[config.mk]
export PLATFORM = sky130hd
export DESIGN_NAME = digit_argmax
export DESIGN_NICKNAME = d
export VERILOG_FILES = /design/src/rtl/digit_pkg.sv /design/src/rtl/digit_argmax_cmp.sv /design/src/rtl/digit_argmax.sv
export SDC_FILE = /design/constraint.sdc
export NUM_CORES = 1
export LEC_CHECK = 0
export BUFFER_PORTS_ARGS = -buffer_cell sky130_fd_sc_hd__buf_2
export CAP_MARGIN = 15
export CORE_ASPECT_RATIO = 1.25
export CORE_MARGIN = 5
export CORE_UTILIZATION = 55
export CTS_CLUSTER_DIAMETER = 50
export CTS_CLUSTER_SIZE = 40
export DETAILED_ROUTE_END_ITERATION = 16
export PLACE_DENSITY_LB_ADDON = 0.05
export SLEW_MARGIN = 20
export SYNTH_ARGS = -nofsm -noshare
export SYNTH_HDL_FRONTEND = slang
export SYNTH_HIERARCHICAL = 1
export SYNTH_SLANG_ARGS = --single-unit
export TNS_END_PERCENT = 50
[constraint.sdc]
create_clock -name sys_clk -period 9.4 [get_ports sys_clk]
set_input_delay 0.47 -clock sys_clk [delete_from_list [all_inputs] [get_ports sys_clk]]
set_output_delay 0.47 -clock sys_clk [all_outputs]
set_load 0.02 [all_outputs]
[src/rtl/digit_pkg.sv]
// digit_pkg: shared definitions for the digit recognition back end.
// Holds the score format, frame size and blank code, used by digit_argmax
// and by the seven-segment display driver that decodes num.
package digit_pkg;

  localparam int SCORE_W   = 16;
  localparam int NUM_CLASS = 10;  // legal range 2..10
  localparam logic [3:0] BLANK_CODE = 4'hF;

  typedef logic signed [SCORE_W-1:0] score_t;

  typedef enum logic [1:0] {
    IDLE = 2'd0,
    ACC  = 2'd1,
    DONE = 2'd2,
    ERR  = 2'd3
  } state_t;

  localparam score_t SCORE_MIN = {1'b1, {(SCORE_W-1){1'b0}}};

endpackage

[src/rtl/digit_argmax_cmp.sv]
// argmax_cmp: combinational compare-and-select for the running argmax.
// Ports:
//   best_score / best_idx : current champion
//   cand_score / cand_idx : incoming beat
//   sel_score  / sel_idx  : winner (candidate only if strictly greater,
//                           so ties keep the earlier, lower index)
//   take                  : candidate replaced the champion
module argmax_cmp
  import digit_pkg::*;
(
  input  logic signed [SCORE_W-1:0] best_score,
  input  logic        [3:0]         best_idx,
  input  logic signed [SCORE_W-1:0] cand_score,
  input  logic        [3:0]         cand_idx,
  output logic signed [SCORE_W-1:0] sel_score,
  output logic        [3:0]         sel_idx,
  output logic                      take
);

  always_comb begin
    take      = (cand_score > best_score);
    sel_score = take ? cand_score : best_score;
    sel_idx   = take ? cand_idx   : best_idx;
  end

endmodule

[src/rtl/digit_argmax.sv]
// digit_argmax: picks the highest-scoring class of a score frame and holds it
// on num for the seven-segment display driver.
// Ports:
//   sys_clk, sys_rst : clock, asynchronous active-high reset
//   frame_start      : aborts any partial frame, next beat is class 0
//   score_valid      : score_data/score_last are valid this cycle
//   score_data       : signed class score, classes arrive in order
//   score_last       : final beat of the frame (qualified by score_valid)
//   num              : held winning class, or BLANK_CODE
//   num_valid        : one-cycle pulse when num takes a good result
//   busy             : a frame is partially received
//   err              : one-cycle pulse on a short or long frame
module digit_argmax
  import digit_pkg::*;
(
  input  logic                      sys_clk,
  input  logic                      sys_rst,
  input  logic                      frame_start,
  input  logic                      score_valid,
  input  logic signed [SCORE_W-1:0] score_data,
  input  logic                      score_last,
  output logic        [3:0]         num,
  output logic                      num_valid,
  output logic                      busy,
  output logic                      err
);

  localparam logic [3:0] LAST_IDX = 4'(NUM_CLASS - 1);

  state_t      state_q, state_d;
  logic [3:0]  idx_q, idx_d;
  logic [3:0]  best_idx_q, best_idx_d;
  score_t      best_score_q, best_score_d;
  logic [3:0]  num_q, num_d;
  logic        drop_q, drop_d;

  score_t      sel_score;
  logic [3:0]  sel_idx;
  logic        take;

  logic        in_acc;
  logic        drop_eff;

  argmax_cmp u_cmp (
    .best_score (best_score_q),
    .best_idx   (best_idx_q),
    .cand_score (score_data),
    .cand_idx   (idx_q),
    .sel_score  (sel_score),
    .sel_idx    (sel_idx),
    .take       (take)
  );

  always_comb begin
    // frame_start overrides the current state for beat handling: the beat in
    // the same cycle (if any) becomes index 0 of a fresh frame.
    in_acc   = (state_q == ACC) && !frame_start;
    drop_eff = drop_q && !frame_start;

    state_d      = in_acc ? ACC : IDLE;
    idx_d        = idx_q;
    best_idx_d   = best_idx_q;
    best_score_d = best_score_q;
    num_d        = num_q;
    drop_d       = drop_eff;

    if (frame_start) begin
      idx_d        = 4'd0;
      best_idx_d   = 4'd0;
      best_score_d = SCORE_MIN;
    end

    if (score_valid) begin
      if (in_acc) begin
        if (score_last) begin
          // num is loaded on the last beat so it moves together with the
          // num_valid/err pulse in the following cycle.
          state_d      = (idx_q == LAST_IDX) ? DONE : ERR;
          num_d        = (idx_q == LAST_IDX) ? sel_idx : BLANK_CODE;
          idx_d        = 4'd0;
          best_idx_d   = 4'd0;
          best_score_d = SCORE_MIN;
        end else if (idx_q == LAST_IDX) begin
          // Long frame: swallow the surplus beats up to the next score_last.
          state_d      = ERR;
          num_d        = BLANK_CODE;
          drop_d       = 1'b1;
          idx_d        = 4'd0;
          best_idx_d   = 4'd0;
          best_score_d = SCORE_MIN;
        end else begin
          best_score_d = sel_score;
          best_idx_d   = sel_idx;
          idx_d        = idx_q + 4'd1;
        end
      end else if (drop_eff) begin
        if (score_last) begin
          drop_d = 1'b0;
        end
      end else begin
        // First beat of a frame (IDLE, or the beat overlapping DONE/ERR).
        best_score_d = score_data;
        best_idx_d   = 4'd0;
        idx_d        = 4'd1;
        if (score_last) begin
          // A one-beat frame is always short since NUM_CLASS >= 2.
          state_d = ERR;
          num_d   = BLANK_CODE;
          idx_d   = 4'd0;
        end else begin
          state_d = ACC;
        end
      end
    end
  end

  always_ff @(posedge sys_clk or posedge sys_rst) begin
    if (sys_rst) begin
      state_q      <= IDLE;
      idx_q        <= 4'd0;
      best_idx_q   <= 4'd0;
      best_score_q <= SCORE_MIN;
      num_q        <= BLANK_CODE;
      drop_q       <= 1'b0;
    end else begin
      state_q      <= state_d;
      idx_q        <= idx_d;
      best_idx_q   <= best_idx_d;
      best_score_q <= best_score_d;
      num_q        <= num_d;
      drop_q       <= drop_d;
    end
  end

  assign num       = num_q;
  assign num_valid = (state_q == DONE);
  assign err       = (state_q == ERR);
  assign busy      = (state_q == ACC);

endmodule
# After elaboration in Yosys (flattened, before gate mapping)
# Cells that the tools add are included.
# Widths: inputs -> output; s select.
dict set report totals {
  register_bits 31
  input_bits 21
  out_inout_bits 7
  elab_cells 61
}
dict set report op_classes {
  n_addsub 1
  order_cmp 1
  eq_ne 6
  mux 41
  n_reduce_logical 6
}
# op count
set op_table {}
lappend op_table {{$mux 16} 7}
lappend op_table {{$mux 4} 19}
lappend op_table {{$gt 16x16->1} 1}
lappend op_table {{$mux 2} 6}
lappend op_table {{$mux 1} 9}
lappend op_table {{$ne 5x4->1 const B} 1}
lappend op_table {{$add 4x1->4 const B} 1}
lappend op_table {{$eq 2x2->1 const B} 2}
lappend op_table {{$eq 4x4->1 const B} 1}
lappend op_table {{$reduce_and 4->1} 1}
lappend op_table {{$reduce_bool 2->1} 2}
lappend op_table {{$eq 2x1->1 const B} 1}
lappend op_table {{$logic_and 1x1->1} 2}
lappend op_table {{$ne 2x2->1 const B} 1}
lappend op_table {{$logic_not 1->1} 1}

# Depth between registers and ports, before layout
# Gate-level depths: netlist (run 1).
dict set report logic_depth {
  ltp_word 7
  depth_mapped 11
  ltp_nobuf 10
}

# By module
# Netlist (run 1), hierarchy kept.
# module instances cells_per_inst area_each_um2 seq_area_each_um2
set modules_own_cells {}
lappend modules_own_cells {digit_argmax 1 125 1451.4 782.0}
lappend modules_own_cells {argmax_cmp 1 84 747.0 0.0}

# Worst setup path before layout (run 1)
# OpenSTA, ideal clock, no wires.
dict set report synth_path {
  kind {register to register}
  startpoint {register best_score_q[15]}
  endpoint {register best_score_q[0]}
  setup_ns 0.127
  t_arrival_ns 2.829
  slack_ns 6.444
  stages_incl_launch_ff 12
  path_buffers 1
  synth_period_minus_slack_ns 2.956
  cell_sequence {dfstp_2 -> inv_1 -> ha_1 -> nand4_2 -> nor2_1 -> or3_1 -> a311oi_1 -> mux2i_1 -> buf_6 -> mux2_4 -> a222oi_1 -> inv_1}
}
dict set report synth_via {
  elab_chain_len 2
}
# item line_no
set synth_lines {}
lappend synth_lines {{from (decl)} digit_argmax.sv:33} ;# score_t best_score_q, best_score_d;
lappend synth_lines {{from (signal assigned)} digit_argmax.sv:129} ;# best_score_q <= best_score_d;
lappend synth_lines {{$gt 16x16->1} digit_argmax_cmp.sv:21} ;# take = (cand_score > best_score);
lappend synth_lines {{$ne 5x4->1 (no source line)} -}
# Every way passes these cells.
# A chain may end at the register's enable or synchronous reset.

# Worst setup path after layout (run 1)
dict set report layout_path {
  startpoint {register best_score_q[15]}
  endpoint {register best_score_q[5]}
}
dict set report layout_via {
  elab_chain_len 2
}
# item line_no
set layout_lines {}
lappend layout_lines {{$gt 16x16->1} digit_argmax_cmp.sv:21}
lappend layout_lines {{named net take} digit_argmax.sv:39} ;# logic take;
lappend layout_lines {{$ne 5x4->1 (no source line)} -}
# The timed path passes the listed nets, and every way through them passes these cells.

==> results of run 1 <==
==> worst register-to-register path, stage by stage (launching register included) <==
cell,delay [ns]
dfstp_2,0.55
inv_1,0.04
ha_1,0.33
nand4_2,0.14
nor2_1,0.06
or3_1,0.33
a311oi_1,0.43
mux2i_4,0.98
mux2_4,0.36
a222oi_1,0.34
inv_1,0.07
==> per-layer routing <==
layer | share of wire | GRT usage
met5 | 0 | 0
met4 | 0.0084 | 0.0671
met3 | 0.040 | 0.0490
met2 | 0.54 | 0.366
met1 | 0.41 | 0.202
==> state kept, by name (all words and copies together) (netlist names) <==
name,flops
drop_q,1
state_q,2
best_score_q,16
best_idx_q,4
idx_q,4
num,4
==> power by group <==
part           leakage (nW)  internal [W]  total, W  switching [W]
logic                 0.813     0.0000585  0.000117      0.0000587
clock network        0.0524     0.0000793  0.000128      0.0000487
registers             0.391      0.000144  0.000154     0.00000952
total                  1.26      0.000282  0.000399       0.000117
==> metrics by stage <==
| stage | hold WS (ns) | util | setup WS (ns) | cells | total power, W |
|---|---|---|---|---|---|
| floorplan | 0.459 | - | 6.44 | 209 | 0.000249 |
| global placement | 0.467 | 0.611 | 5.77 | 279 | 0.000267 |
| detailed placement | 0.478 | 0.611 | 5.64 | 279 | 0.000273 |
| CTS | 0.268 | 0.639 | 5.62 | 287 | 0.000402 |
| global route | 0.292 | 0.643 | 5.41 | 288 | 0.000423 |
| finish | 0.263 | 0.643 | 5.64 | 288 | 0.000399 |
==> worst min path at each step <==
stage / start / to / slack, ns / cells past startpoint
final: sys_rst / best_score_q[9] / 0.26 / 3
after detailed placement: best_score_q[15] / best_score_q[15] / 0.48 / 2
after global placement: best_score_q[15] / best_score_q[15] / 0.47 / 2
after floorplan: best_score_q[15] / best_score_q[15] / 0.46 / 2
after CTS: sys_rst / best_score_q[6] / 0.27 / 3
after global routing: sys_rst / best_idx_q[1] / 0.29 / 3
==> layout make-up <==
class,instances,share of cell area
Clock inverter,1,0.0122
Clock buffer,7,0.0311
Timing Repair Buffer,29,0.0643
Sequential cell,31,0.319
Inverter,38,0.0581
Tap cell,54,0.0275
Multi-Input combinational cell,128,0.488
==> cells in the final DEF (no fill, tap or decap), types with 4 or more instances in the layout <==
cell type | Yosys | routed
dfstp_2 | 5 | 5
nor2_1 | 5 | 5
o22a_1 | 4 | 4
clkbuf_8 | 0 | 5
mux2_4 | 19 | 19
inv_1 | 38 | 38
a21oi_1 | 7 | 7
nand2_1 | 12 | 12
dfrtp_1 | 26 | 26
buf_2 | 5 | 27
a22o_1 | 4 | 4
nor2b_1 | 4 | 4
ha_1 | 18 | 18
a222oi_1 | 16 | 16
==> kinds of logic (layout without fill, tap and decap cells) <==
family	after synthesis	in the layout
multiplexers	21	21
flip-flops	31	31
buffers and inverters	50	75
XOR/XNOR	1	1
AND/OR/NAND/NOR	42	42
adder cells (fa/ha/maj)	18	18
AO/OA/AOI/OAI	46	46
==> impl_results.md, run 1 <==
* Status: finished, final reports clean
* Worst reg2reg endpoint: best_score_q[5]
* Mux cell area share after synthesis at 0.139
* Via count at ~1,700
* Setup Skew at approximately 0.015 ns
* Pleak at roughly 1.3 nW
* Ys Warns at 6
* CP max-delay cell: mux2i_4
* Htree depth at 2
* Crit-path leading delay family: multiplexers
* CTS sink cnt at 31
* R2r worst-path depth at 10
* Worst min-delay path class: in -> async
* Worst reg2reg setup slack at 5.64 ns
* Critical path endpoint: best_score_q[5]
* Adder-Cell Fraction of Synth Area at 0.102
* Worst path bufs/invs at 2
* Critical Path Source: best_score_q[15]
* Rel. slew slack at 0.266
* WL/cell at around 16 um
* Post-CTS Setup Inserts at 0
* # DRC at 0
* EDFF count, synth at 0
* Post-CTS sizing at 0
* Number of max-cap violations at 0
* Largest family of logic cells by synthesized area: compound AO/OA/AOI/OAI gates
* Routed Antenna Nets at 0
* First-pass DRT Iterations at 5
* Type of origin of the critical path: register
* GR Util All Layers at 0.194
* Post-DP Area at approximately 0.0023 mm2
* Post-CTS Hold Buffers at 0
* Post-synth top area share at 0.296
* Multi-input logic area at around 0.0012 mm2
* WP depth at 10
* Critical path type: reg -> reg
* Yosys reg bits at 31
* Post-Synth XOR/XNOR Area at 0.00398
* Post-route clock period utilization at 0.400
* Pins over their slew limit at 0
* Vias in the first global route at 1,805
* Register area share after synthesis at 0.356
* Crit-path max FO at 20
* Final-stage net count at about 270
* Num rows at 25
* Post-synth net total at about 250
* Clk root buf: clkbuf_8
* # port buffers at 27
* Synth Flop Type: dfrtp_1
* Fmax at 0.266 GHz
* WL final at ~4.7 mm
* Fraction of layout cells with a size suffix above 1 at 0.303
* Count leader, synth: inv_1
* Power per Cell Area at 163 mW/mm2
* Routability Congestion at around 0.78
* Mapped Area at about 0.0022 mm2
* Final Setup Violations at 0
* Final min period at around 3.8 ns
* Critical path's most frequent cell: inv_1
* GRT overflow at 0
* Syn Inst Count at 209
* Final hold violation count at 0
* FF+latch area at 782 um2
* Synth Area in Simple Gates at 0.117
* Core Region at roughly 0.0038 mm2
* Fraction of registers with async set/reset at 1.00
* Synthesis-to-finish area growth at 11.6%
* Die Span Y at 80.7 um
* DR vias/cell at between 5 and 6
* ANT cells at 0
* Largest net degree at the start of global routing at 32
* Initial Util at 0.576
* Worst-margin pin slew at between 1 and 1.5 ns
* Worst VDD drop at 0.113 mV
* Detailed Route Iter0 Violations at between 80 and 90
* Area leader, netlist: dfrtp_1
* # fillers at 326
* Commonest cells in the netlist: inv_1 (38), dfrtp_1 (26), mux2_4 (19), ha_1 (18), a222oi_1 (16)
* Post-DP HPWL at about 3.4 mm
* Cell variety after synth at 40
* CP cell instances: inv_1 -> ha_1 -> nand4_2 -> nor2_1 -> or3_1 -> a311oi_1 -> mux2i_4 -> mux2_4 -> a222oi_1 -> inv_1
* TritonCTS clock tree: done
* Antenna violations before repair at 0
* Max clock buf depth at 2
* Crit path DAT at approximately 3.9 ns
* Worst r2r src: best_score_q[15]
* Top cells by area, synth: dfrtp_1 (30%), mux2_4 (13%), ha_1 (10%), a222oi_1 (7.3%), inv_1 (6.5%)
* Die ar. at 0.00537 mm2
* Die W at between 60 and 70 um
* CP max stage delay at between 0.9 and 1 ns
* Reg clk slew, reported paths at ~0.08 ns
* Clock Latency Late Sink at roughly 0.28 ns
* # IOs at 28
* Finished Cell Area at around 0.0025 mm2
* Required time of the worst setup path at approximately 9.6 ns
* Worst Setup End Kind: register
* Post-synthesis compound-gate area fraction at 0.176
* Sum Neg Setup Slack at 0 ns
* Cts bufs inserted at 5
* Mean area per synthesized cell at between 10 and 15 um2
* RSZ-0062 raised after global routing: false
* First-pass GRT wire length at a little under 8 mm
(Power assumes the default switching activity.)
==> inputs of run 2 (changes only) <==
clock period = 3.9 ns   (was 9.4 ns; I/O delays follow)
==> run 2 against run 1 <==
Effect of this change: non-clock buffer count grew 3; die area is the same; global-route usage up 0.33 points; critical path depth increased by 1; clock skew down 0.0032 ns; critical endpoint is now best_score_q[3]; highest routed layer unchanged.
==> impl_results.md, run 2 (same netlist as run 1, synthesis figures left out) <==
* Htree depth at 2
* Number of max-cap violations at 0
* R2r worst-path depth at 11
* Dpl cells at ~280
* Worst-margin pin slew at about 1.0 ns
* Worst r2r src: best_score_q[15]
* Fmax at ~0.29 GHz
* Max clock buf depth at 2
* Die W at around 67 um
* Final std cells w/o fill at 291
* Largest net degree at the start of global routing at 32
* Worst min-delay path class: in -> reg
* Type of origin of the critical path: register
* Power Internal at approximately 0.00062 W
* Die Span Y at between 80 and 90 um
* Finished Cell Area at 0.00245 mm2
* TritonCTS clock tree: done
* Post-CTS Setup Inserts at 0
* WL final at about 4.7 mm
* WL/cell at roughly 16 um
* Total power at 0.000903 W
* GRT overflow at 0
* # IOs at 28
* Die ar. at between 0.005 and 0.006 mm2
* Crit-path max FO at 9
* Routed Antenna Nets at 0
* Reg clk slew, reported paths at 0.07 ns
* Switching power share of the total at 0.316
* Power per Cell Area at 369 mW/mm2
* Worst VDD drop at between 0.2 and 0.25 mV
* Status: finished, final reports clean
* Sum Neg Setup Slack at 0 ns
* Pleak at around 1.3 nW
* Final min period at 3.49 ns
* Core Region at 0.00382 mm2
* Detailed Route Iter0 Violations at around 110
* CTS sink cnt at 31
* Post-CTS sizing at 0
* CP cell instances: inv_1 -> ha_1 -> nand4_2 -> nor2_1 -> or3_1 -> a311oi_1 -> mux2i_4 -> buf_4 -> mux2_4 -> a222oi_1 -> inv_1
* Max reg flops at 16
* Cts bufs inserted at 5
* WHS Endpoint: best_score_q[15]
* Gate power share at 0.318
* Final Setup Violations at 0
* Vias in the first global route at about 1,800
* Metal3 WL at around 170 um
* Top reg by flops: best_score_q
* Via count at approximately 1,700
* Worst Setup End Kind: register
* Post-CTS Hold Buffers at 1
* Post-route clock period utilization at 0.894
* Crit path DAT at approximately 3.6 ns
* Clk root buf: clkbuf_8
* Clock share of power at 0.272
* Sequential Power Share at 0.410
* Rel. slew slack at 0.325
* Sw power at about 0.00029 W
* Commonest non-fill, non-tap cell in the layout: inv_1
* Post-DP Area at between 0.002 and 0.0025 mm2
* ANT cells at 0
* Post-DP HPWL at 3.37 mm
* Routability Congestion at a little over 0.9
* Required time of the worst setup path at roughly 4 ns
* DR vias/cell at approximately 6
* Uppermost routed layer: met4
* Initial Util at 0.576
* Fraction of layout cells with a size suffix above 1 at 0.308
* First-pass GRT wire length at 8.12 mm
* Worst reg2reg setup slack at 0.41 ns
* # port buffers at 27
* Clock Latency Late Sink at 0.28 ns
* # DRC at 0
* Hold slack at about 0.17 ns
* GR Util All Layers at 0.197
* Setup Skew at ~0.011 ns
* WHS Path Cells at 3
* Wire length on met2 at around 2.5 mm
* Worst reg2reg endpoint: best_score_q[3]
* Num rows at 25
* Critical path type: reg -> reg
* Synthesis-to-finish area growth at 11.4%
* Wl on met1 at a little under 2 mm
* Final hold violation count at 0
* Pins over their slew limit at 0
* Most frequent cells in the layout: inv_1 (38), buf_2 (27), dfrtp_1 (26)
* CP max stage delay at between 0.5 and 0.6 ns
* Antenna violations before repair at 0
* CP max-delay cell: dfstp_2
* Critical path's most frequent cell: inv_1
* Final-stage net count at around 280
* Hold_sp: score_data[15]
* First-pass DRT Iterations at 5
* RSZ-0062 raised after global routing: false
-- run 2: cell count changes in the layout (fill, tap and decap cells not counted) --
cell           change
buf_4              +2
buf_6              +1
buf_8              -1
bufinv_16          -1
clkinv_2           +1
dlygate4sd3_1      +1
-- run 2: worst max-delay path by stage --
stage,endpoint,depth (start not counted),from,slack [ns]
3_5_place_dp,best_score_q[3],11,best_score_q[15],0.42
2_1_floorplan,best_score_q[0],11,best_score_q[15],0.94
6_report,best_score_q[3],11,best_score_q[15],0.41
3_3_place_gp,best_score_q[4],11,best_score_q[15],0.59
5_1_grt,best_score_q[3],11,best_score_q[15],0.23
4_1_cts,best_score_q[3],11,best_score_q[15],0.40
-- run 2: power groups by stage --
stage / Sequential [W] / Combinational, W / Clock, W
floorplan: 0.000370 / 0.000230 / 0
global placement: 0.000374 / 0.000274 / 0
detailed placement: 0.000376 / 0.000285 / 0
CTS: 0.000371 / 0.000287 / 0.000249
global route: 0.000374 / 0.000318 / 0.000265
finish: 0.000370 / 0.000287 / 0.000246
-- run 2: final cells by class --
type / count / area (um2)
Clock buffer: 7 / 76.3
Clock inverter: 1 / 5.00
Fill cell: 350 / 1370
Inverter: 38 / 143
Multi-Input combinational cell: 128 / 1200
Sequential cell: 31 / 782
Tap cell: 54 / 67.6
Timing Repair Buffer: 32 / 179
-- run 2: per-layer routing --
metal  vias up  track usage
met5         -            0
met4         0       0.0610
met3        11       0.0378
met2        42        0.356
met1       855        0.230
li1        807            -
-- run 2: critical path, delay by kind of cell (launching register included) --
kind,cells,cell delay (ns)
multiplexers,2,0.78
AND/OR/NAND/NOR,3,0.54
AO/OA/AOI/OAI,2,0.74
adder cells (fa/ha/maj),1,0.33
flip-flops,1,0.54
buffers and inverters,3,0.42
-- run 2: metrics by stage --
step	util	setup WS (ns)
finish	0.642	0.412
detailed placement	0.615	0.416
CTS	0.639	0.402
floorplan	-	0.944
global placement	0.615	0.594
global route	0.642	0.226
==> inputs of run 3 (changes only) <==
CORE_UTILIZATION = 52   (was 55)
clock period = 3 ns   (was 3.9 ns; I/O delays follow)
==> run 3 against run 2 <==
Effect of this change: the run now ends with negative setup slack left; combinational power up 81%; hold slack worse by 0.038 ns; via count up 4.4%; first-iteration DRC count up 48%; clock-buffer cell count unchanged; sequential share of layout area down 3.3 points; global-route usage down 0.11 points; routed wire length up 11%; critical path type unchanged; critical endpoint is now best_score_q[1]; largest cell class unchanged.
==> impl_results.md, run 3 (same netlist as run 1, synthesis figures left out) <==
* Finished Cell Area at between 0.002 and 0.003 mm2
* # IOs at 28
* Dpl cells at ~290
* CTS sink cnt at 31
* WP depth at 12
* RSZ-0062 raised after global routing: true
* Final min period at between 3 and 4 ns
* Final worst slack at -0.0711 ns
* Power per Cell Area at ~480 mW/mm2
* Via count at around 1,800
* DR vias/cell at approximately 5.8
* WL final at approximately 5.2 mm
* First-pass GRT wire length at between 8 and 9 mm
* Crit path DAT at between 3 and 4 ns
* Reg clk slew, reported paths at 0.07 ns
* Setup Skew at ~0.0089 ns
* Worst min-delay path class: in -> reg
* TritonCTS clock tree: done
* Pleak at approximately 1.4 nW
* Worst reg2reg setup slack at -0.07 ns
* Worst r2r src: best_score_q[12]
* CP max stage delay at between 0.3 and 0.4 ns
* Worst Setup End Kind: register
* Core Region at slightly above 0.004 mm2
* Max clock buf depth at 2
* R2r worst-path depth at 12
* Clock Latency Late Sink at 0.29 ns
* Die Span Y at slightly above 80 um
* Critical path endpoint: best_score_q[1]
* Final-stage net count at 293
* Rel. slew slack at 0.318
* GRT overflow at 0
* Worst path bufs/invs at 4
* Synthesis-to-finish area growth at 24.2%
* Number of max-cap violations at 0
* Detailed Route Iter0 Violations at approximately 160
* Num rows at 26
* Post-Place Setup Slack at -0.254 ns
* Final Setup Violations at 14
* Worst reg2reg endpoint: best_score_q[1]
* Sum Neg Setup Slack at -0.291 ns
* # port buffers at 27
* Required time of the worst setup path at 3.16 ns
* Hold slack at between 0.1 and 0.15 ns
* # DRC at 0
* Critical path type: reg -> reg
* Largest net degree at the start of global routing at 32
* GR Util All Layers at 0.196
* Top reg by flops: best_score_q
* Cts bufs inserted at 5
* Type of origin of the critical path: register
* Routability Congestion at about 0.84
* Fraction of layout cells with a size suffix above 1 at 0.408
* Htree depth at 2
* Critical Path Source: best_score_q[12]
* Clk root buf: clkbuf_8
* WL/cell at around 17 um
* Worst-margin pin slew at 1.02 ns
* CP max-delay cell: dfrtp_1
* Die ar. at between 0.005 and 0.006 mm2
* Post-DP Area at 0.00240 mm2
* Routed Antenna Nets at 0
* CP cell instances: inv_1 -> ha_1 -> nand4_4 -> nor2_2 -> or3_4 -> a311oi_4 -> mux2i_4 -> buf_12 -> buf_8 -> mux2_4 -> a222oi_1 -> inv_1
* Worst VDD drop at ~0.25 mV
* Most frequent cells in the layout: inv_1 (37), buf_2 (27), dfrtp_1 (26)
* Die W at between 60 and 70 um
* Crit-path leading delay family: multiplexers
* Post-route clock period utilization at 1.02
* Vias in the first global route at 1,820
* Antenna violations before repair at 0
* Crit-path max FO at 7
* Status: finished, violations left
* Max reg flops at 16
* Final hold violation count at 0
* Initial Util at 0.536
* Commonest non-fill, non-tap cell in the layout: inv_1
* First-pass DRT Iterations at 5
* Final std cells w/o fill at between 300 and 400
* Pins over their slew limit at 0
* ANT cells at 0
* Failing checks: negative setup slack
* Post-DP HPWL at approximately 3.4 mm
* Fmax at ~0.33 GHz
* Critical path's most frequent cell: inv_1
==> run 3: changes by cell type in the layout (fill, tap and decap cells not counted), moves of 2 or more <==
cell | before | now
a21oi_1 | 7 | 5
buf_6 | 1 | 3
ha_4 | 0 | 5
a21oi_2 | 0 | 2
buf_4 | 3 | 17
ha_1 | 18 | 13
==> run 3: worst min path at each step <==
stage                       end  slack, ns            from  cells after the start
5_1_grt        best_score_q[10]       0.14  score_data[10]                      3
3_5_place_dp           idx_q[1]       0.26         sys_rst                      3
6_report        best_score_q[8]       0.13   score_data[8]                      3
3_3_place_gp      best_idx_q[3]       0.25         sys_rst                      3
4_1_cts        best_score_q[11]       0.13  score_data[11]                      3
2_1_floorplan     best_idx_q[0]       0.25         sys_rst                      1
==> run 3: layer usage <==
metal | up-vias | wire, um | global-route usage
met5 | - | 0 | 0
met4 | 0 | 65 | 0.0736
met3 | 5 | 226 | 0.0325
met2 | 49 | 2810 | 0.359
met1 | 885 | 2100 | 0.223
li1 | 851 | - | -
==> run 3: where the power goes <==
group | internal (W) | switching, W | total, W
clock | 0.000163 | 0.000162 | 0.000324
sequential | 0.000452 | 0.0000287 | 0.000481
combinational | 0.000285 | 0.000234 | 0.000519
==> run 3: through the flow <==
step	power, W	utilization
6_report	0.00132	0.666
5_1_grt	0.00140	0.666
4_1_cts	0.00128	0.641
3_5_place_dp	0.000884	0.585
3_3_place_gp	0.000865	0.585
2_1_floorplan	0.000780	-
==> run 3: area by class of cell <==
type / count / area, um2
well taps: 56 / 70.1
flip-flops and latches: 31 / 782
repair buffers: 50 / 342
clock inverters: 1 / 5.00
multi-input cells: 128 / 1310
inverters: 38 / 143
fillers: 346 / 1370
clock buffers: 7 / 76.3
==> run 3: repair_timing <==
action	in CTS	in global routing
setup endpoints to repair	24	24
buffers inserted	8	6
hold buffers	1	0
pin swaps	19	8
gates resized for setup	13	10
endpoints found under the hold margin	26	0
==> run 3: worst min-delay path, stage by stage <==
cell and delay, ns:
buf_2 0.10, a222oi_1 0.08, inv_1 0.06
